`src/rtl/clk_div_pkg.sv`:
```
// Shared definitions for the multi-channel clock divider: channel FSM
// states and the default channel count / ratio width.
package clk_div_pkg;

    typedef enum logic [1:0] {
        ST_IDLE   = 2'd0,
        ST_HIGH   = 2'd1,
        ST_LOW    = 2'd2,
        ST_BYPASS = 2'd3
    } ch_state_t;

    localparam int DEF_NUM_CH = 4;
    localparam int DEF_DIV_W  = 8;

endpackage

```
`src/rtl/clk_div_ch.sv`:
```
// One divider channel: FSM (IDLE/HIGH/LOW/BYPASS), a phase counter that
// counts down the cycles left in the current phase, and the ratio that is
// latched for the running period. Ratios below 2 pass clk straight through.
module clk_div_ch
    import clk_div_pkg::*;
#(
    parameter int DIV_W = DEF_DIV_W
) (
    input  logic             clk,
    input  logic             rst_n,
    input  logic             enable,
    input  logic [DIV_W-1:0] div,
    input  logic             sync,
    output logic             clk_out,
    output logic             tick,
    output logic             active
);

    ch_state_t        state_reg;
    logic [DIV_W-1:0] cnt_reg;
    logic [DIV_W-1:0] act_div_reg;
    logic             clk_reg;
    logic             tick_reg;

    logic             div_ok;
    logic             period_end;
    logic             load_req;
    logic             idle_req;

    // Last count value of the high phase: ceil(d/2)-1, computed without
    // widening so that the largest ratio still fits in DIV_W bits.
    function automatic logic [DIV_W-1:0] high_last(input logic [DIV_W-1:0] d);
        return (d >> 1) + {{(DIV_W-1){1'b0}}, d[0]} - DIV_W'(1);
    endfunction

    // Last count value of the low phase: floor(d/2)-1.
    function automatic logic [DIV_W-1:0] low_last(input logic [DIV_W-1:0] d);
        return (d >> 1) - DIV_W'(1);
    endfunction

    // Decode which transition the next edge takes; sync outranks the
    // period-boundary decision, and a new ratio is only ever taken on a load.
    always_comb begin
        div_ok     = (div >= DIV_W'(2));
        period_end = (state_reg == ST_LOW) && (cnt_reg == '0);
        load_req   = 1'b0;
        idle_req   = 1'b0;
        unique case (state_reg)
            ST_IDLE:   load_req = enable;
            ST_HIGH:   load_req = sync;
            ST_LOW: begin
                load_req = sync || (period_end && enable);
                idle_req = !sync && period_end && !enable;
            end
            ST_BYPASS: begin
                load_req = enable && div_ok;
                idle_req = !enable;
            end
            default: begin
                load_req = 1'b0;
                idle_req = 1'b0;
            end
        endcase
    end

    // Channel FSM with registered clk_out/tick; a load with ratio < 2
    // (possible on sync too) lands in BYPASS so the low phase is never empty.
    always_ff @(posedge clk or negedge rst_n) begin
        if (!rst_n) begin
            state_reg   <= ST_IDLE;
            cnt_reg     <= '0;
            act_div_reg <= '0;
            clk_reg     <= 1'b0;
            tick_reg    <= 1'b0;
        end else begin
            tick_reg <= 1'b0;
            if (load_req) begin
                act_div_reg <= div;
                if (div_ok) begin
                    state_reg <= ST_HIGH;
                    cnt_reg   <= high_last(div);
                    clk_reg   <= 1'b1;
                    tick_reg  <= 1'b1;
                end else begin
                    state_reg <= ST_BYPASS;
                    cnt_reg   <= '0;
                    clk_reg   <= 1'b0;
                end
            end else if (idle_req) begin
                state_reg <= ST_IDLE;
                cnt_reg   <= '0;
                clk_reg   <= 1'b0;
            end else begin
                unique case (state_reg)
                    ST_HIGH: begin
                        if (cnt_reg == '0) begin
                            state_reg <= ST_LOW;
                            cnt_reg   <= low_last(act_div_reg);
                            clk_reg   <= 1'b0;
                        end else begin
                            cnt_reg <= cnt_reg - DIV_W'(1);
                        end
                    end
                    ST_LOW:  cnt_reg <= cnt_reg - DIV_W'(1);
                    default: cnt_reg <= cnt_reg;
                endcase
            end
        end
    end

    assign clk_out = (state_reg == ST_BYPASS) ? clk : clk_reg;
    assign tick    = (state_reg == ST_BYPASS) | tick_reg;
    assign active  = (state_reg != ST_IDLE);

endmodule

```
`src/rtl/clk_div_multi.sv`:
```
// Bank of independent clock divider channels sharing one source clock and
// one phase-alignment strobe.
module clk_div_multi
    import clk_div_pkg::*;
#(
    parameter int NUM_CH = DEF_NUM_CH,
    parameter int DIV_W  = DEF_DIV_W
) (
    input  logic                    clk,
    input  logic                    rst_n,
    input  logic [NUM_CH-1:0]       enable,
    input  logic [NUM_CH*DIV_W-1:0] div,
    input  logic                    sync,
    output logic [NUM_CH-1:0]       clk_out,
    output logic [NUM_CH-1:0]       tick,
    output logic [NUM_CH-1:0]       active
);

    generate
        for (genvar gi = 0; gi < NUM_CH; gi++) begin : g_ch
            clk_div_ch #(
                .DIV_W (DIV_W)
            ) u_ch (
                .clk     (clk),
                .rst_n   (rst_n),
                .enable  (enable[gi]),
                .div     (div[gi*DIV_W +: DIV_W]),
                .sync    (sync),
                .clk_out (clk_out[gi]),
                .tick    (tick[gi]),
                .active  (active[gi])
            );
        end
    endgenerate

endmodule

```
`config.mk`:
```
export PLATFORM = sky130hd
export DESIGN_NAME = clk_div_multi
export DESIGN_NICKNAME = d
export VERILOG_FILES = /design/src/rtl/clk_div_pkg.sv /design/src/rtl/clk_div_ch.sv /design/src/rtl/clk_div_multi.sv
export SDC_FILE = /design/constraint.sdc
export NUM_CORES = 1
export LEC_CHECK = 0
export ABC_AREA = 1
export BUFFER_PORTS_ARGS = -buffer_cell sky130_fd_sc_hd__buf_2
export CAP_MARGIN = 10
export CORE_MARGIN = 4
export CORE_UTILIZATION = 60
export DETAILED_ROUTE_END_ITERATION = 8
export PLACE_DENSITY = 0.8
export SLEW_MARGIN = 10
export SYNTH_ARGS = -nofsm -noshare
export SYNTH_HDL_FRONTEND = slang
export SYNTH_SLANG_ARGS = --single-unit
```
`constraint.sdc`:
```
create_clock -name clk -period 2 [get_ports clk]
set_input_delay 0.4 -clock clk [delete_from_list [all_inputs] [get_ports clk]]
set_output_delay 0.4 -clock clk [all_outputs]
set_load 0.02 [all_outputs]
```
==> results of run 1 <==
==> report_power, final <==
group,internal [W],switching (W)
Sequential,0.00234,0.000681
Combinational,0.00295,0.00502
Clock,0.00116,0.000829
==> worst max-delay path by stage <==
stage	start	end	slack, ns	cells after the start
floorplan	clk	clk_out[0]	0.21	2
global placement	div[0]	g_ch[0].u_ch.cnt_reg[1]	0.06	13
detailed placement	div[0]	g_ch[0].u_ch.cnt_reg[4]	-0.006	13
CTS	clk	clk_out[3]	-0.06	4
global route	clk	clk_out[1]	-0.04	4
finish	clk	clk_out[1]	-0.02	4
==> cell families after synthesis <==
logic type	synth area share, %
mux	0.701
fa+ha+maj	7.98
xor+xnor	5.31
compound gates	5.86
buf+inv	10.7
flops	29.6
simple gates	39.9
==> cell type report <==
type	count	area share [%]
clock buffer	19	3.33
clock inverter	5	1.02
inverter	123	6.26
multi-input combinational	770	53.7
sequential	76	25.8
tap	136	2.31
timing repair buffer	81	7.53
==> critical path, stage by stage <==
cell and delay, ns:
buf_8 0.11, buf_8 0.12, mux2_4 0.26, buf_6 0.13
==> through the flow <==
| stage | util (%) | cell area, um^2 | TNS, ns |
|---|---|---|---|
| floorplan | - | 6430 | 0 |
| global placement | 66.3 | 6870 | 0 |
| CTS | 69.6 | 7220 | -0.201 |
| finish | 71.1 | 7370 | -0.0262 |
| global route | 71.1 | 7370 | -0.137 |
| detailed placement | 66.3 | 6870 | -0.0122 |
==> cells in the mapped netlist, drive strengths merged <==
cell type    n  area (um^2)
xnor2        8         70.1
nor2       140          551
nand3       95          490
mux2         4         45.0
dfrtp       76         1900
o211ai       4         30.0
ha          41          513
a21oi       10         50.1
or2          6         37.5
nor3         5         30.0
clkinv       4         15.0
inv        119          447
o21ai       48          248
buf         29          226
nand2      358         1360
nand4       12         75.1
xor2        31          272
nor3b        3         22.5
a21boi       4         48.8
==> layer usage <==
| layer | GRT usage (%) | part of all wire (%) | wire [um] |
|---|---|---|---|
| met1 | 32.8 | 46 | 7020 |
| met2 | 40.6 | 47 | 7250 |
| met3 | 3.97 | 4.3 | 661 |
| met4 | 10.2 | 2.3 | 358 |
| met5 | 0 | 0 | 0 |
==> what timing repair did <==
item                                    CTS  global route
cloned                                    0             1
hold buffers                              1             0
endpoints found under the setup margin    8            49
endpoints found under the hold margin    30             0
gates resized for setup                  16            30
buffers inserted                          2             4
pin swaps                                 0             6
==> metrics.yaml, run 1 <==
violations: "setup timing"
whs_ns: 0.176
fillCellCount: 897
whs_endpoint: "g_ch[1].u_ch.act_div_reg[2]"
worstPathRequired_ns: 1.60
grt_pass1_vias: 5777
arrival_ns: 1.62
dp_slack_ns: -0.00627
drt_iter0_drc: 334
final_common_cell: "nand2_1"
die_width_um: 112
start_util_pct: 62.0
reg2reg_from: "g_ch[3].u_ch.cnt_reg[1]"
maxCapViolations: 0
grt_pass1_wl_mm: 25.7
seq_area_um2: 1900
nNetsFinal: 1149
hp-class: "in2reg"
first_pass_iters: 5
grt_remaining_overflow: 0
cp-start-kind: "clock port"
syn_area_per_cell_um2: 6.45
rsz0062_at_grt: "true"
clock_skew_ns: 0.00628
grt_max_degree: 47
layout_common_cells: "346 x nand2_1, 126 x nor2_1, 117 x inv_1"
outcome: "complete, but fails checks"
fin_ws_ns: -0.0195
dp_hpwl_mm: 11.4
crit_type: "clk2out"
clk_latency_ns: 0.46
tightest_slew_ns: 0.428
io_pins: 51
routedWlPerCell_um: 12.6
dp_cells: 1182
crit_fanout: 2
drive_above_1_share_pct: 14.9
hold_start: "div[10]"
die_h_um: 112
p_leak_nw: 4.08
power.density_nw_per_um2: 1760
fin_cells: 1210
reg2reg_slack_ns: 0.10
grt_util_all_layers_pct: 24.8
r2r_end: "g_ch[3].u_ch.cnt_reg[4]"
diodes: 0
multi_input_area_um2: 3960
finalPower_w: 0.0130
coreArea_um2: 10400
synth.cell_area_um2: 6430
dr_total_vias: 6241
vdd_drop_max_mv: 1.12
viasPerCell: 5.16
die-area_um2: 12400
syn_to_final_growth_pct: 14.7
detail-route-antenna-nets: 0
wirelength_mm: 15.3
finalWeightedCongestion: 0.887
drcViolationCount: 0
yosys_warnings: 0
whs_path_depth: 3
rows: 37
yosys_register_bits: 76
cts_tree: "yes"
slew-limit-headroom_pct: 71.4
report.final.slew_viol_count: 0
end_kind: "output port"
antenna_found_initial: 0
clk_pin_slew_ns: 0.08
io_buffers: 50
ff2ff_path_depth: 12
synth_nets: 1077
synth_cells: 997
ys_types: 30
largest_register_ffs: 32
synth-seq-area-share_pct: 29.6
finalHoldViolations: 0
finalSetupViolations: 3
Power figures use the tool's default switching activity.
==> inputs of run 2 (changes only) <==
- CORE_MARGIN: 4 -> not set
==> metrics.yaml, run 2 (synthesized netlist as in run 1, its figures left out) <==
outcome: "complete, but fails checks"
violations: "setup timing"
crit_fanout: 2
io_pins: 51
fin_ws_ns: -0.0119
clk_latency_ns: 0.46
dp_cells: 1177
crit_slowest_cell: "mux2_4"
largest_register_ffs: 32
seq_area_um2: 1900
finalPower_w: 0.0127
worst_path_most_repeated_cell: "buf_8"
dp_hpwl_mm: 10.9
drive_above_1_share_pct: 14.6
p_leak_nw: 4.05
nNetsFinal: 1147
grt_pass1_vias: 5766
placed_area_um2: 6860
multi_input_area_um2: 3950
final_util_pct: 70.7
clock_skew_ns: 0.00660
io_buffers: 50
die_h_um: 106
drcViolationCount: 0
cpPeakStageDelay_ns: 0.26
detail-route-antenna-nets: 0
antenna_found_initial: 0
hp-class: "in2reg"
fin_cells: 1208
coreArea_um2: 10400
tightest_slew_ns: 0.458
grt_pass1_wl_mm: 25.0
fillCellCount: 901
final_common_cell: "nand2_1"
cp-start-kind: "clock port"
clk_pin_slew_ns: 0.09
first_pass_iters: 7
diodes: 0
layout_common_cells: "345 x nand2_1, 128 x nor2_1, 117 x inv_1"
dr_total_vias: 6298
crit_type: "clk2out"
start_util_pct: 62.0
rows: 37
grt_max_degree: 77
drt_iter0_drc: 373
end_kind: "output port"
grt_remaining_overflow: 0
maxCapViolations: 0
viasPerCell: 5.21
finalWeightedCongestion: 0.899
slew-limit-headroom_pct: 69.4
grt_util_all_layers_pct: 27.7
wirelength_mm: 14.9
finalHoldViolations: 0
stdcell_area_um2: 7330
routedWlPerCell_um: 12.4
critical_path.cell_chain: "buf_8 -> buf_8 -> mux2_4 -> buf_6"
worstPathRequired_ns: 1.60
rsz0062_at_grt: "true"
whs_ns: 0.202
cts_tree: "yes"
die-area_um2: 11100
report.final.slew_viol_count: 0
arrival_ns: 1.61
finalSetupViolations: 3
power.density_nw_per_um2: 1740
syn_to_final_growth_pct: 14.0
die_width_um: 106
vdd_drop_max_mv: 1.07
[run 2: changes by cell type in the layout (fill, tap and decap cells not counted), sizes merged]
cell	previous run	this run
buf	87	85
bufinv	2	0
clkbuf	12	11
clkinv	7	9
clkinvlp	0	2
nand3	96	95
[run 2: metrics by stage]
| stage | setup TNS [ns] | setup WS [ns] |
|---|---|---|
| finish | -0.0303 | -0.0119 |
| CTS | -0.231 | -0.0593 |
| detailed placement | -0.404 | -0.0631 |
| global route | -0.112 | -0.0231 |
| floorplan | 0 | 0.207 |
| global placement | -0.0316 | -0.00664 |
[run 2: final cells by class]
cell class | count | share of cell area, %
timing repair buffer | 80 | 7.89
sequential | 76 | 25.9
tap | 136 | 2.32
clock inverter | 7 | 0.597
inverter | 123 | 6.30
clock buffer | 17 | 3.11
multi-input combinational | 769 | 53.8
[run 2: path summary, 6_finish.rpt]
kind                                         start                     endpoint  slack (ns)  depth (start not counted)
max                                            clk                   clk_out[3]       -0.01                          4
min                                        div[26]  g_ch[3].u_ch.act_div_reg[2]        0.20                          3
max reg2reg                g_ch[3].u_ch.cnt_reg[0]      g_ch[3].u_ch.cnt_reg[5]        0.13                         10
min reg2reg                   g_ch[2].u_ch.clk_reg         g_ch[2].u_ch.clk_reg        0.52                          2
max in group asynchronous                    rst_n      g_ch[0].u_ch.cnt_reg[1]        1.18                          3
min in group asynchronous                    rst_n  g_ch[3].u_ch.act_div_reg[5]        0.48                          3
[run 2: repair_timing]
item                                   CTS  global route
buffers inserted                         1             8
cloned                                   0             1
hold buffers                             1             0
resized for setup                       15            27
endpoints found under the hold margin   76             0
pin swaps                                0             5
setup endpoints to repair                8            39
[run 2: per-layer routing]
metal  global-route usage (%)  vias to the layer above  wire, um
li1                         -                     3225         -
met1                     37.0                     2822      6920
met2                     43.9                      215      6710
met3                     5.01                       36       901
met4                     12.3                        0       384
met5                        0                        -         0
[run 2: worst max-delay path: cells and delay by family]
kind	cells	cell delay (ns)
buffers and inverters	3	0.36
multiplexers	1	0.26
[run 2: power breakdown]
part | switching (W) | internal, W
clock network | 0.000867 | 0.000873
registers | 0.000685 | 0.00234
logic | 0.00495 | 0.00302
total | 0.00650 | 0.00623
